==> src/rtl/cmp_sweep_driver.sv <==
// cmp_sweep_driver: self-test engine that sweeps every (A,B) operand pair into a magnitude comparator and checks gt/eq/lt.
// Latency: SETTLE+2 cycles per pair, done 2^(2W)*(SETTLE+2)+1 edges after start; optional first-failure log via CMP_SWEEP_LOG_EN.
// Backpressure: none; start is ignored while a sweep is running, cmp_* are only read in SAMPLE.
module cmp_sweep_driver #(
  parameter int W      = 2,
  parameter int SETTLE = 1
) (
  input  logic         clk,
  input  logic         rst_n,
  input  logic         start,
  output logic [W-1:0] op_a,
  output logic [W-1:0] op_b,
  input  logic         cmp_gt,
  input  logic         cmp_eq,
  input  logic         cmp_lt,
  output logic         busy,
  output logic         done,
  output logic         pass,
  output logic [15:0]  err_count
`ifdef CMP_SWEEP_LOG_EN
  ,
  output logic [W-1:0] first_err_a,
  output logic [W-1:0] first_err_b,
  output logic         first_err_vld
`endif
);

  localparam int CW = (SETTLE > 1) ? $clog2(SETTLE) : 1;
  localparam logic [CW-1:0] WAIT_LAST = CW'((SETTLE > 0) ? SETTLE - 1 : 0);

  typedef enum logic [2:0] {
    S_IDLE,
    S_DRIVE,
    S_SETTLE,
    S_SAMPLE,
    S_DONE
  } state_t;

  state_t        state;
  logic [CW-1:0] wait_cnt;
  logic [2:0]    exp_res;
  logic [2:0]    cut_res;
  logic          last_pair;

  assign exp_res   = {op_a > op_b, op_a == op_b, op_a < op_b};
  assign cut_res   = {cmp_gt, cmp_eq, cmp_lt};
  assign last_pair = &{op_a, op_b};

  // Status outputs are registered from the current state, so they trail the state by one edge.
  always_ff @(posedge clk or negedge rst_n) begin
    if (!rst_n) begin
      state         <= S_IDLE;
      wait_cnt      <= '0;
      op_a          <= '0;
      op_b          <= '0;
      busy          <= 1'b0;
      done          <= 1'b0;
      pass          <= 1'b0;
      err_count     <= 16'd0;
`ifdef CMP_SWEEP_LOG_EN
      first_err_a   <= '0;
      first_err_b   <= '0;
      first_err_vld <= 1'b0;
`endif
    end else begin
      busy <= (state == S_DRIVE) || (state == S_SETTLE) || (state == S_SAMPLE);
      done <= (state == S_DONE);
      pass <= (state == S_DONE) && (err_count == 16'd0);
      case (state)
        S_IDLE, S_DONE: begin
          if (start) begin
            state         <= S_DRIVE;
            op_a          <= '0;
            op_b          <= '0;
            err_count     <= 16'd0;
            done          <= 1'b0;
            pass          <= 1'b0;
`ifdef CMP_SWEEP_LOG_EN
            first_err_a   <= '0;
            first_err_b   <= '0;
            first_err_vld <= 1'b0;
`endif
          end
        end
        S_DRIVE: begin
          wait_cnt <= '0;
          state    <= (SETTLE > 0) ? S_SETTLE : S_SAMPLE;
        end
        S_SETTLE: begin
          if (wait_cnt == WAIT_LAST) begin
            state <= S_SAMPLE;
          end else begin
            wait_cnt <= wait_cnt + 1'b1;
          end
        end
        S_SAMPLE: begin
          // Any deviation counts, including non-one-hot results.
          if (cut_res != exp_res) begin
            if (err_count != 16'hFFFF) begin
              err_count <= err_count + 16'd1;
            end
`ifdef CMP_SWEEP_LOG_EN
            if (!first_err_vld) begin
              first_err_a   <= op_a;
              first_err_b   <= op_b;
              first_err_vld <= 1'b1;
            end
`endif
          end
          if (last_pair) begin
            state <= S_DONE;
          end else begin
            {op_a, op_b} <= {op_a, op_b} + 1'b1;
            state        <= S_DRIVE;
          end
        end
        default: state <= S_IDLE;
      endcase
    end
  end

endmodule
==> config.mk <==
export PLATFORM = sky130hd
export DESIGN_NAME = cmp_sweep_driver
export DESIGN_NICKNAME = d
export VERILOG_FILES = /design/src/rtl/cmp_sweep_driver.sv
export SDC_FILE = /design/constraint.sdc
export NUM_CORES = 1
export LEC_CHECK = 0
export CELL_PAD_IN_SITES_DETAIL_PLACEMENT = 1
export CELL_PAD_IN_SITES_GLOBAL_PLACEMENT = 1
export CORE_MARGIN = 2
export CORE_UTILIZATION = 42
export DETAILED_ROUTE_END_ITERATION = 10
export PLACE_DENSITY = 0.91
export SLEW_MARGIN = 0
export SYNTH_ARGS = -nofsm -noshare
export SYNTH_HDL_FRONTEND = slang
export SYNTH_SLANG_ARGS = --single-unit
==> constraint.sdc <==
create_clock -name clk -period 5.5 [get_ports clk]
set_clock_uncertainty 0.2 [all_clocks]
set_input_delay 1.1 -clock clk [delete_from_list [all_inputs] [get_ports clk]]
set_output_delay 1.1 -clock clk [all_outputs]
set_load 0.02 [all_outputs]
Word-level counts from Yosys, hierarchy flattened
Index checks and enable logic that the tools add are counted.
Storage, ports and cells
  register bits after elaboration: 27
  latch bits: 0
  RAM bits: 0
  bits in read-only memories: 0
  input bits: 6
  output and inout port bits: 23
  logic and storage cells: 56
  memories: 0
Operators by class
  $add $sub $neg: 3
  multiply operators: 0
  divide/modulo/power cells: 0
  $lt $le $gt $ge: 2
  equality and inequality tests: 12
  shift operators: 0
  muxes and demuxes: 19
  bitwise operators: 0
  reductions and logical operators: 12
Operators with widths (count)
  $mux W16: 3
  $pmux W16 S2: 1
  $add A16 B1 Y16 const B: 1
  $logic_not A16 Y1: 1
  $ne A16 B16 Y1 const B: 1
  $pmux W3 S4: 1
  $mux W3: 3
  $pmux W2 S2: 2
  $reduce_and A4 Y1: 2
  $eq A3 B2 Y1 const B: 2
  $mux W2: 3
  $ne A2 B2 Y1 const B: 3
  $mux W1: 5
  $add A4 B1 Y4 const B: 1
  $ne A2 B1 Y1 const B: 2
  $reduce_bool A2 Y1: 2
  $eq A3 B1 Y1 const B: 1
  $eq A3 B3 Y1 const B: 1
  $logic_not A3 Y1: 1
  $ne A3 B3 Y1: 1
  $reduce_and A3 Y1: 1
  $eq A2 B2 Y1: 1
  $gt A2 B2 Y1: 1
  $logic_or A1 B1 Y1: 2
  other kinds (6): 6

Logic depth before layout (Yosys ltp)
Gate-level depths: netlist of the first run.
  word-level depth: 4
  depth in mapped cells: 9
  gate-level depth less buffers: 8

Worst setup path after synthesis of the first run
Ideal clock, no wire load.
  path kind: input to register
  start: in cmp_eq
  end: reg err_count[15]
  arrival time: 2.248 ns
  data required time: 5.231 ns
  setup slack: 2.983 ns
  stages: 6
  buffers on the path: 0
  cell sequence: and3_1 > o2111ai_2 > a21o_4 > nand2_1 > or4_1 > nand3_1
On the way
  word-level cells in the longest chain between the ends: 3
RTL lines
  from (decl): RTL line 14  | input logic cmp_eq,
  $ne A3 B3 Y1: RTL line 98  | if (cut_res != exp_res) begin
  $ne A2 B1 Y1 (no line)
  $reduce_and A4 Y1 (no line)
  to (signal assigned): RTL line 100  | err_count <= err_count + 16'd1;
  to (decl): RTL line 19  | output logic [15:0] err_count
Every way passes these cells.
A chain may end at the register's enable or synchronous reset.

Worst setup path after layout of the first run
  start: in cmp_eq
  end: reg err_count[7]
The elaborated chain is that of the path after synthesis.

==> flow_summary.json, run 1 <==
{
  "status": "finished clean",
  "rrSetupSlack_ps": 3030,
  "min_period_ps": 2870,
  "first_global_vias": 1481,
  "post_cts_buffers": 0,
  "synth_edf_count": 0,
  "setup_tns_ps": 0,
  "synth_top_cell_area_share_pct": 42.2,
  "yosys-top-cells-area": "dfrtp_1 (42%), o21ai_0 (5.5%), ha_1 (4.1%)",
  "rsz0062_at_grt": "no",
  "async_flop_share_pct": 100,
  "ys_ff_latch": 26,
  "crit_path_max_fanout": 13,
  "place_inst": 238,
  "crit_slowest_cell": "clkdlybuf4s50_1",
  "cellPowerDensity_nw_per_um2": 413,
  "crit_type": "primary input to flip-flop",
  "grt_max_degree": 27,
  "clkTransAtPathRegs_ps": 90,
  "whs_path_depth": 1,
  "final_core_utilization_pct": 53.0,
  "cp_cell_sequence": "clkdlybuf4s50_1 > and3_1 > o2111ai_2 > a21o_4 > a31oi_4 > o21ai_0 > o31ai_1",
  "hpwl_mm": 3.17,
  "p_leak_nw": 0.774,
  "clock-sinks": 26,
  "synth_commonest_cells": "dfrtp_1 (26), o21ai_0 (17), nand2_1 (16)",
  "htree_levels": 1,
  "fmax_mhz": 348,
  "worstPathRequired_ps": 5480,
  "drt_wl_total_mm": 4.30,
  "num_vias": 1384,
  "overflow": 0,
  "cts_root_buf": "clkbuf_8",
  "slowest_delay_ps": 510,
  "drtIter0Drc": 39,
  "crit-reg2reg-capture": "err_count[7]$_DFFE_PN0P_",
  "routed_via_density": 5.72,
  "rows": 22,
  "cts_tree": "done",
  "tightest_slew_ps": 574,
  "synthCells": 165,
  "multi_input_area_um2": 821,
  "hp-start": "state[0]$_DFFE_PN0P_",
  "reg2reg_from": "op_b[1]$_DFFE_PN0P_",
  "ys_types": 43,
  "ir_drop_mv": 0.240,
  "area_delta_synth_final_pct": 24.0,
  "hold_end": "state[0]$_DFFE_PN0P_",
  "slew_viol_final": 0,
  "reg2reg_depth": 8,
  "hold_viol": 0,
  "layout.nets": 206,
  "worst_ep_arrival_time_ps": 2860,
  "portBuffers": 28,
  "grt_pass1_wl_mm": 7.26,
  "first_pass_iters": 4,
  "max_cap_viol_count": 0,
  "pin_count": 29,
  "drive_gt1_share_pct": 11.9,
  "synth_warnings": 0,
  "stdcell_count": 242,
  "syn_nets": 176,
  "die-area_um2": 4170,
  "ys.flop_type": "dfrtp_1",
  "yosysMostFrequentCell": "dfrtp_1",
  "ctsLongestPathBuffers": 2,
  "relSlewSlack_pct": 61.2,
  "yosys.area.top_type": "dfrtp_1",
  "avgSynthCellArea_um2": 9.34,
  "core_area_um2": 3610,
  "holdBufCountCts": 0,
  "startpoint": "cmp_eq",
  "syn_area_um2": 1540,
  "period_share_pct": 52.3,
  "crit_path_start_kind": "primary input",
  "fillers": 428,
  "ctsResizeCount": 0,
  "yosysSeqAreaShare_pct": 42.2,
  "hp-class": "flip-flop to flip-flop",
  "fp.dieW_um": 64.6,
  "antenna_cells": 0,
  "track_usage_pct": 22.2,
  "cp-end-kind": "flip-flop",
  "clock_latency_ps": 280,
  "gp_congestion": 0.823,
  "start_util_pct": 42.7,
  "setup_viol": 0,
  "post_drt_wl_per_cell_um": 17.8,
  "antenna_found_initial": 0,
  "cts-buffers-inserted": 3,
  "ant_nets": 0,
  "die_h_um": 64.6,
  "drc": 0,
  "register_area_um2": 651
}
[layout make-up]
type	count	area share, %
timing repair buffer	29	15.1
inverter	10	1.96
sequential	26	34.0
multi-input combinational	125	42.9
tap	48	3.14
clock buffer	4	2.88
[placed cells by master, fill, tap and decap left out, types with 2 or more instances in the layout]
cell type | synthesis | layout
nor4_1 | 4 | 4
a21oi_1 | 7 | 7
nor2_2 | 2 | 2
mux2i_1 | 3 | 3
nand3_1 | 11 | 11
nand4_1 | 3 | 3
nor4b_1 | 2 | 2
and3_1 | 5 | 5
a21oi_2 | 2 | 2
dfrtp_1 | 26 | 26
xnor2_1 | 2 | 2
nand2_1 | 16 | 16
nor2_1 | 13 | 13
ha_1 | 5 | 5
and3_4 | 2 | 2
clkdlybuf4s50_1 | 0 | 28
a31oi_1 | 3 | 3
clkbuf_8 | 0 | 4
or3_1 | 3 | 3
o31ai_1 | 3 | 3
nand2b_1 | 2 | 2
o21ai_0 | 17 | 17
inv_1 | 10 | 10
[through the flow]
stage / power, mW / hold slack, ps / worst slack [ps] / instance area (µm²)
after global placement: 0.637 / 293 / 2480 / 1860
after floorplan: 0.545 / 266 / 2980 / 1540
after detailed placement: 0.667 / 330 / 2340 / 1860
after global routing: 0.847 / 373 / 2490 / 1910
final: 0.789 / 351 / 2630 / 1910
after CTS: 0.797 / 350 / 2620 / 1910
[registers in the layout, indices dropped and copies added, names as in the netlist]
name and count:
err_count 16, done 1, busy 1, op_b 2, op_a 2, pass 1, state 3
[worst max-delay path: cells and delay by family]
kind            cells  cell delay (ps)
compound gates      5             1020
simple gates        1              210
buf+inv             1              510
[worst max path at each step]
stage               cells after the start                         to  slack (ps)
detailed placement                      7   err_count[7]$_DFFE_PN0P_        2340
finish                                  7   err_count[7]$_DFFE_PN0P_        2630
floorplan                               6  err_count[15]$_DFFE_PN0P_        2980
global route                            7   err_count[7]$_DFFE_PN0P_        2490
global placement                        7  err_count[15]$_DFFE_PN0P_        2480
CTS                                     7   err_count[7]$_DFFE_PN0P_        2620
[cell families after synthesis]
family                     count (synthesis)  synth area share, %
and+or+nand+nor                           72                 26.1
buffers and inverters                     14                 4.55
AOI/OAI and AO/OA                         43                 20.0
xor gates and xnor gates                   2                 1.14
adders and majority gates                  5                 4.06
muxes                                      3                 1.95
DFF                                       26                 42.2
[metal layers]
metal,wire length (µm),GRT usage [%],part of all wire (%)
met1,1900,27.7,44
met2,2290,41.1,53
met3,78,2.08,1.8
met4,32,5.05,0.74
met5,0,0,0
[power by group]
group | switching, mW | total, mW | leakage, nW | internal [mW]
logic | 0.235 | 0.390 | 0.396 | 0.156
registers | 0.0454 | 0.270 | 0.349 | 0.225
clock network | 0.0647 | 0.129 | 0.0288 | 0.0642
Power figures use the tool's default switching activity.
==> run 2: changes to the inputs <==
--- a/config.mk
+++ b/config.mk
@@ -8,9 +8,9 @@
 export CELL_PAD_IN_SITES_DETAIL_PLACEMENT = 1
 export CELL_PAD_IN_SITES_GLOBAL_PLACEMENT = 1
 export CORE_MARGIN = 2
-export CORE_UTILIZATION = 42
+export CORE_UTILIZATION = 39
 export DETAILED_ROUTE_END_ITERATION = 10
-export PLACE_DENSITY = 0.91
+export PLACE_DENSITY = 0.86
 export SLEW_MARGIN = 0
 export SYNTH_ARGS = -nofsm -noshare
 export SYNTH_HDL_FRONTEND = slang
==> constraint.sdc (replaced) <==
create_clock -name clk -period 2.85 [get_ports clk]
set_clock_uncertainty 0.2 [all_clocks]
set_input_delay 0.57 -clock clk [delete_from_list [all_inputs] [get_ports clk]]
set_output_delay 0.57 -clock clk [all_outputs]
set_load 0.02 [all_outputs]
==> run 2 against run 1 <==
  * Worst setup slack worse by 2300 ps
  * Sequential power grew 94%
  * Final cell count grew 0.41%
  * Register-to-register slack worse by 2700 ps
  * Design area rose by 0.39%
  * Critical path type is now flip-flop to flip-flop
  * Wire length increased by 5.1%
  * Sequential share of layout area is 0.13 points lower
  * Largest cell class unchanged
  * Die area increased by 7.2%
  * Non-clock buffer count grew 1
  * Flip-flop and latch count did not move
  * Combinational power increased by 96%
  * Hold slack worse by 5.7 ps
  * Critical endpoint is now err_count[9]$_DFFE_PN0P_
==> flow_summary.json, run 2 (synthesis results as in run 1) <==
{
  "pin_count": 29,
  "ctsResizeCount": 0,
  "drive_gt1_share_pct": 12.3,
  "crit_path_start_kind": "flip-flop",
  "post_drt_wl_per_cell_um": 18.6,
  "antenna_found_initial": 0,
  "design_area_um2": 1920,
  "hpwl_mm": 3.10,
  "setup_tns_ps": 0,
  "fmax_mhz": 403,
  "layout_setup_ws_ps": 366,
  "preCtsSetupSlack_ps": 266,
  "hold_end": "state[1]$_DFFE_PN0P_",
  "reg2reg_from": "op_b[1]$_DFFE_PN0P_",
  "relSlewSlack_pct": 56.8,
  "ant_nets": 0,
  "min_period_ps": 2480,
  "crit_type": "flip-flop to flip-flop",
  "num_vias": 1413,
  "first_pass_iters": 4,
  "antenna_cells": 0,
  "drt_wl_total_mm": 4.52,
  "period_share_pct": 87.2,
  "final_common_cell": "clkdlybuf4s50_1",
  "overflow": 0,
  "holdBufCountCts": 0,
  "cts_root_buf": "clkbuf_8",
  "cellPowerDensity_nw_per_um2": 804,
  "cp-end-kind": "flip-flop",
  "crit-reg2reg-capture": "err_count[9]$_DFFE_PN0P_",
  "cp_cell_sequence": "inv_1 > ha_1 > nor2b_1 > nor2_1 > o31a_4 > a31oi_4 > o21ai_0 > o31ai_1",
  "tightest_slew_ps": 640,
  "gp_congestion": 0.837,
  "hold_viol": 0,
  "start_util_pct": 41.2,
  "clock_latency_ps": 290,
  "portBuffers": 28,
  "clkTransAtPathRegs_ps": 100,
  "crit_path_max_fanout": 13,
  "status": "finished clean",
  "cts_tree": "done",
  "worst_ep_arrival_time_ps": 2470,
  "rrSetupSlack_ps": 370,
  "dpl_cell_area_um2": 1860,
  "whs_path_depth": 1,
  "core_area_um2": 3740,
  "whs_ps": 346,
  "hp-class": "flip-flop to flip-flop",
  "htree_levels": 1,
  "max_cap_viol_count": 0,
  "area_delta_synth_final_pct": 24.5,
  "track_usage_pct": 22.9,
  "cts-buffers-inserted": 3,
  "p_leak_nw": 0.779,
  "die_h_um": 66.9,
  "crit_slowest_cell": "dfrtp_1",
  "rows": 22,
  "drtIter0Drc": 45,
  "grt_pass1_wl_mm": 7.60,
  "routed_via_density": 5.81,
  "post_cts_buffers": 0,
  "first_global_vias": 1571,
  "regMostFlops": "err_count",
  "clock-sinks": 26,
  "fp.dieW_um": 66.9,
  "rsz0062_at_grt": "no",
  "slew_viol_final": 0,
  "drc": 0,
  "slowest_delay_ps": 430,
  "ctsLongestPathBuffers": 2,
  "reg2reg_depth": 8,
  "reg.largest.list": "err_count: 16 flops, state: 3 flops",
  "ir_drop_mv": 0.515,
  "setup_viol": 0,
  "worstPathRequired_ps": 2840,
  "hp-start": "state[2]$_DFFE_PN0P_",
  "final_core_utilization_pct": 51.3,
  "die-area_um2": 4470,
  "mostFrequentLayoutCells": "clkdlybuf4s50_1 (28), dfrtp_1 (26), o21ai_0 (17)",
  "layout.nets": 207,
  "largest_reg_flops": 16,
  "grt_max_degree": 27
}
[run 2: area by class of cell]
| cell class | instances | area (µm²) |
|---|---|---|
| repair buffers | 30 | 295 |
| inverters | 10 | 37.5 |
| multi-input cells | 125 | 821 |
| clock buffers | 4 | 55.1 |
| well taps | 48 | 60.1 |
| fillers | 462 | 1820 |
| flip-flops and latches | 26 | 651 |
[run 2: stage by stage]
stage,instances,total power [mW]
final,243,1.54
after global routing,243,1.65
after CTS,243,1.55
after detailed placement,239,1.29
after global placement,239,1.24
after floorplan,165,1.05
[run 2: worst max path at each step]
stage                                    from                   endpoint  slack, ps
final                     op_b[1]$_DFFE_PN0P_   err_count[9]$_DFFE_PN0P_        370
after global routing      op_b[1]$_DFFE_PN0P_   err_count[9]$_DFFE_PN0P_        260
after CTS                 op_b[1]$_DFFE_PN0P_   err_count[9]$_DFFE_PN0P_        370
after detailed placement               cmp_eq   err_count[7]$_DFFE_PN0P_        270
after global placement                 cmp_eq  err_count[10]$_DFFE_PN0P_        350
after floorplan           op_b[1]$_DFFE_PN0P_  err_count[15]$_DFFE_PN0P_        560
[run 2: power breakdown]
part	switching (mW)	internal [mW]
clock network	0.131	0.124
registers	0.0912	0.433
logic	0.458	0.305
total	0.680	0.863
[run 2: critical path, delay by kind of cell (launching register included)]
kind                     cells  cell delay (ps)
AO/OA/AOI/OAI                4             1080
buffers and inverters        1               60
flip-flops                   1              430
AND/OR/NAND/NOR              2              260
adder cells (fa/ha/maj)      1              350
[run 2: routing by layer]
metal | vias up | GRT usage, % | part of all wire [%]
met4 | 0 | 9.44 | 1.4
met1 | 718 | 27.1 | 43
met2 | 32 | 41.0 | 52
met5 | - | 0 | 0
met3 | 7 | 3.55 | 3.0
li1 | 656 | - | -
==> RTL change 1 (settings of run 2) <==
Reset style: synchronous (`rst_n`), changed in one clocked block.
--- a/src/rtl/cmp_sweep_driver.sv
+++ b/src/rtl/cmp_sweep_driver.sv
@@ -49,3 +49,3 @@
   // Status outputs are registered from the current state, so they trail the state by one edge.
-  always_ff @(posedge clk or negedge rst_n) begin
+  always_ff @(posedge clk) begin
     if (!rst_n) begin
Function: differs if rst_n is asserted again (counterexample within 4 cycles, from zero or initial values and one cycle with rst_n low); with rst_n held inactive, the same outputs for 10 cycles.
==> RTL change 1 against run 2 <==
Non-clock buffer count rose by 4. Setup slack got worse by 0.011 ns. Sequential cell count did not move. Routed wire length fell by 5.3%. Die area fell by 1.2%. Cell area fell by 0.65%. Sequential share of layout area fell by 6.6 points. Synthesized area fell by 1.3%.
Power is not compared: it rests on default switching activity, and its combinational part moved more than twofold at a synthesized area within 25%.
==> RTL change 1: results (changes against run 2) <==
* Multi-input combinational area share at 48.95% (+6.2 points)
* Global Route Usage Sum at 21.56% (-1.4 points)
* Commonest cells in the netlist: dfxtp_1 (26), nand2_1 (19), nor2_1 (14), nand2b_1 (12), nand3_1 (8)
* Placer Congestion at 0.8332 (-0.50%)
* Bufs on Longest Clock Path at 2 (unchanged)
* Synth Flop Type: dfxtp_1
* Worst hold slack at 0.3298 ns (-0.01580 ns)
* Nets at 224 (+8.2%)
* Register area share after synthesis at 34.21% (-8.0 points)
* Core ar. at 3716 um^2 (-0.74%)
* Hold path depth at 2 (+1)
* Hold endpoint: err_count[14]$_SDFFE_PN0P_
* First-pass GRT wire length at 7314 um (-3.8%)
* Reg-to-Reg Start: op_a[0]$_SDFFE_PN0P_
* Critical path type: flop to flop
* Status: finished clean
* Layout cells sized above 1 at 9.479% (-2.8 points)
* IO Port Bufs at 28 (unchanged)
* CP top delay family: compound AO/OA/AOI/OAI gates
* Dominant cells by area after synthesis: dfxtp_1 (34%), nand2b_1 (4.9%), nand2_1 (4.7%), ha_1 (4.1%), nor2_1 (3.5%)
* Synth unique cells at 50 (+16%)
* CTS Hold Bufs at 0 (unchanged)
* Wire per inst at 16.54 um (-11%)
* Count of non-CTS buffers in the layout at 34 (+13%)
* Filler cells at 441 (-4.5%)
* Ys async rst share at 0% (-100 points)
* Clock buffers at 3 (-1)
* Clk cell area share at 2.165% (-0.70 points)
* Post-Place Setup Slack at 0.1255 ns (-0.1410 ns)
* Crit-path slowest cell: a2111o_1
* Clk_lat worst skew at 0.27 ns (-0.02 ns)
* Hold Startpoint: err_count[14]$_SDFFE_PN0P_
* Detailed placement HPWL at 3311 um (+6.9%)
* Signal buf overhead at 17.06% (+1.7 points)
* Comb_multi_in at 141 (+13%)
* Final core occ at 51.31% (about the same)
* Slew at the pin closest to its max-slew limit at 0.4865 ns (-0.1533 ns)
* Drt pass-1 iters at 4 (unchanged)
* FF+latch area at 520.5 um^2 (-20%)
* Synth Instances at 180 (+9.1%)
* Inverters at 7 (-3)
* Post-Syn Nets at 191 (+8.5%)
* Initial DRC count at 75 (+67%)
* Fin cells at 259 (+6.6%)
* Largest net degree at the start of global routing at 14 (-48%)
* FF-to-FF End: err_count[5]$_SDFFE_PN0P_
## RTL change 1: cell count changes in the layout (fill, tap and decap cells not counted), sizes merged, moves of 3 or more
cell / change
dfrtp: -26
a21oi: -5
buf: +4
o21ai: -10
nand2b: +10
nand2: +3
or4: +4
dfxtp: +26
and3: -5
o311ai: +3
nand3: -4
inv: -3
## RTL change 1: logic make-up (layout without fill, tap and decap cells)
kind of cell	count (synthesis)	count (layout)	synth area share (%)
AOI/OAI and AO/OA	37	37	19.00
and+or+nand+nor	91	91	33.23
xor gates and xnor gates	3	3	1.727
DFF	26	26	34.21
muxes	5	5	3.290
adders and majority gates	5	5	4.112
buffers and inverters	13	44	4.441
## RTL change 1: layer usage
layer  part of all wire (%)  track usage (%)  vias up
li1                       -                -      730
met1                     45            27.19      750
met2                     50            36.50       26
met3                    2.5            3.378        6
met4                    1.9            8.673        0
met5                      0                0        -
==> RTL change 2 (settings of run 2) <==
Made on the original files. Change the parameter `W` from 2 to 4.
--- a/src/rtl/cmp_sweep_driver.sv
+++ b/src/rtl/cmp_sweep_driver.sv
@@ -4,3 +4,3 @@
 module cmp_sweep_driver #(
-  parameter int W      = 2,
+  parameter int W      = 4,
   parameter int SETTLE = 1
Interface: changed (resized op_a and op_b); port bits go from 29 to 33. No check against the original RTL was run, so the function may have changed too.
==> RTL change 2 against run 2 <==
Synthesized area grew 13%. Combinational power grew 24%. Fmax fell by 7.6%. Cell area up 17%. Critical path depth is the same. Sequential cell count is 4 higher. First-iteration DRC count rose to 2.7 times the old value. Non-clock buffer count increased by 10. Routed wire length is 3.9% higher. Power increased by 30%. Setup slack worse by 0.21 ns. Critical endpoint is now err_count[1]$_DFFE_PN0P_. Largest cell class unchanged.
==> RTL change 2: results (changes against run 2) <==
* Global Route Usage Sum at 20.63% (-2.3 points)
* IO Port Bufs at 32 (+14%)
* Vias in the first global route at 1622 (+3.2%)
* Post-Place Setup Slack at 0.1338 ns (-0.1327 ns)
* Crit path DAT at 2.64 ns (+0.17 ns)
* Initial DRC count at 120 (+170%)
* Clock power frac at 17.5% (+0.9 points)
* Fin cells at 275 (+13%)
* CTS Buf Count at 5 (+2)
* Worst hold slack at 0.2957 ns (-0.04988 ns)
* Status: finished clean
* Avg Cell Area, Syn at 9.709 um^2 (+3.9%)
* Rel. slew slack at 72.53% (+16 points)
* Met2 usage at 34.79% (-6.2 points)
* Compound-Gate Fraction of Synth Area at 6.263% (-14 points)
* M1 wire length at 2164 um (+11%)
* Met3 track demand over resource at 3.419% (-0.13 points)
* Drt via density at 5.473 (-5.9%)
* Post-Syn Nets at 192 (+9.1%)
* Placer Congestion at 0.8000 (-4.5%)
* First-pass GRT wire length at 8169 um (+7.4%)
* NetSw at 865.8 uW (+27%)
* Detailed placement HPWL at 3438 um (+11%)
* CP startpoint: op_b[2]$_DFFE_PN0P_
* CP top delay family: simple AND/OR/NAND/NOR gates
* Worst VDD drop at 351.3 uV (-32%)
* Filler cells at 514 (+11%)
* Register area share after synthesis at 43.20% (+0.99 points)
* GRT met1 Usage at 27.29% (+0.21 points)
* Commonest cells in the netlist: dfrtp_1 (30), nand2_1 (23), nand3_1 (15), mux2i_1 (13), nor2_1 (12)
* Largest net degree at the start of global routing at 31 (+15%)
* PwrDens at 894.8 nW/um^2 (+11%)
* Top flop regs: err_count x16, op_a x4, op_b x4
-- RTL change 2: cell count changes in the layout (fill, tap and decap cells not counted), sizes merged, moves of 6 or more --
cell,before,now
o21ai,19,4
nor3,0,11
mux2i,3,13
nand2,16,24
buf,2,8
-- RTL change 2: final cells by class --
class	instances	share of cell area, %
multi-input combinational	137	41.24
inverter	8	1.339
clock inverter	1	0.2232
clock buffer	7	3.850
tap	52	2.902
timing repair buffer	40	16.96
sequential	30	33.48
-- RTL change 2: how the worst min path moves through the flow --
stage | to | startpoint
3_3_place_gp | state[1]$_DFFE_PN0P_ | state[2]$_DFFE_PN0P_
5_1_grt | state[1]$_DFFE_PN0P_ | state[2]$_DFFE_PN0P_
3_5_place_dp | state[1]$_DFFE_PN0P_ | state[2]$_DFFE_PN0P_
4_1_cts | state[1]$_DFFE_PN0P_ | state[2]$_DFFE_PN0P_
2_1_floorplan | busy$_DFF_PN0_ | rst_n
6_report | state[1]$_DFFE_PN0P_ | state[2]$_DFFE_PN0P_
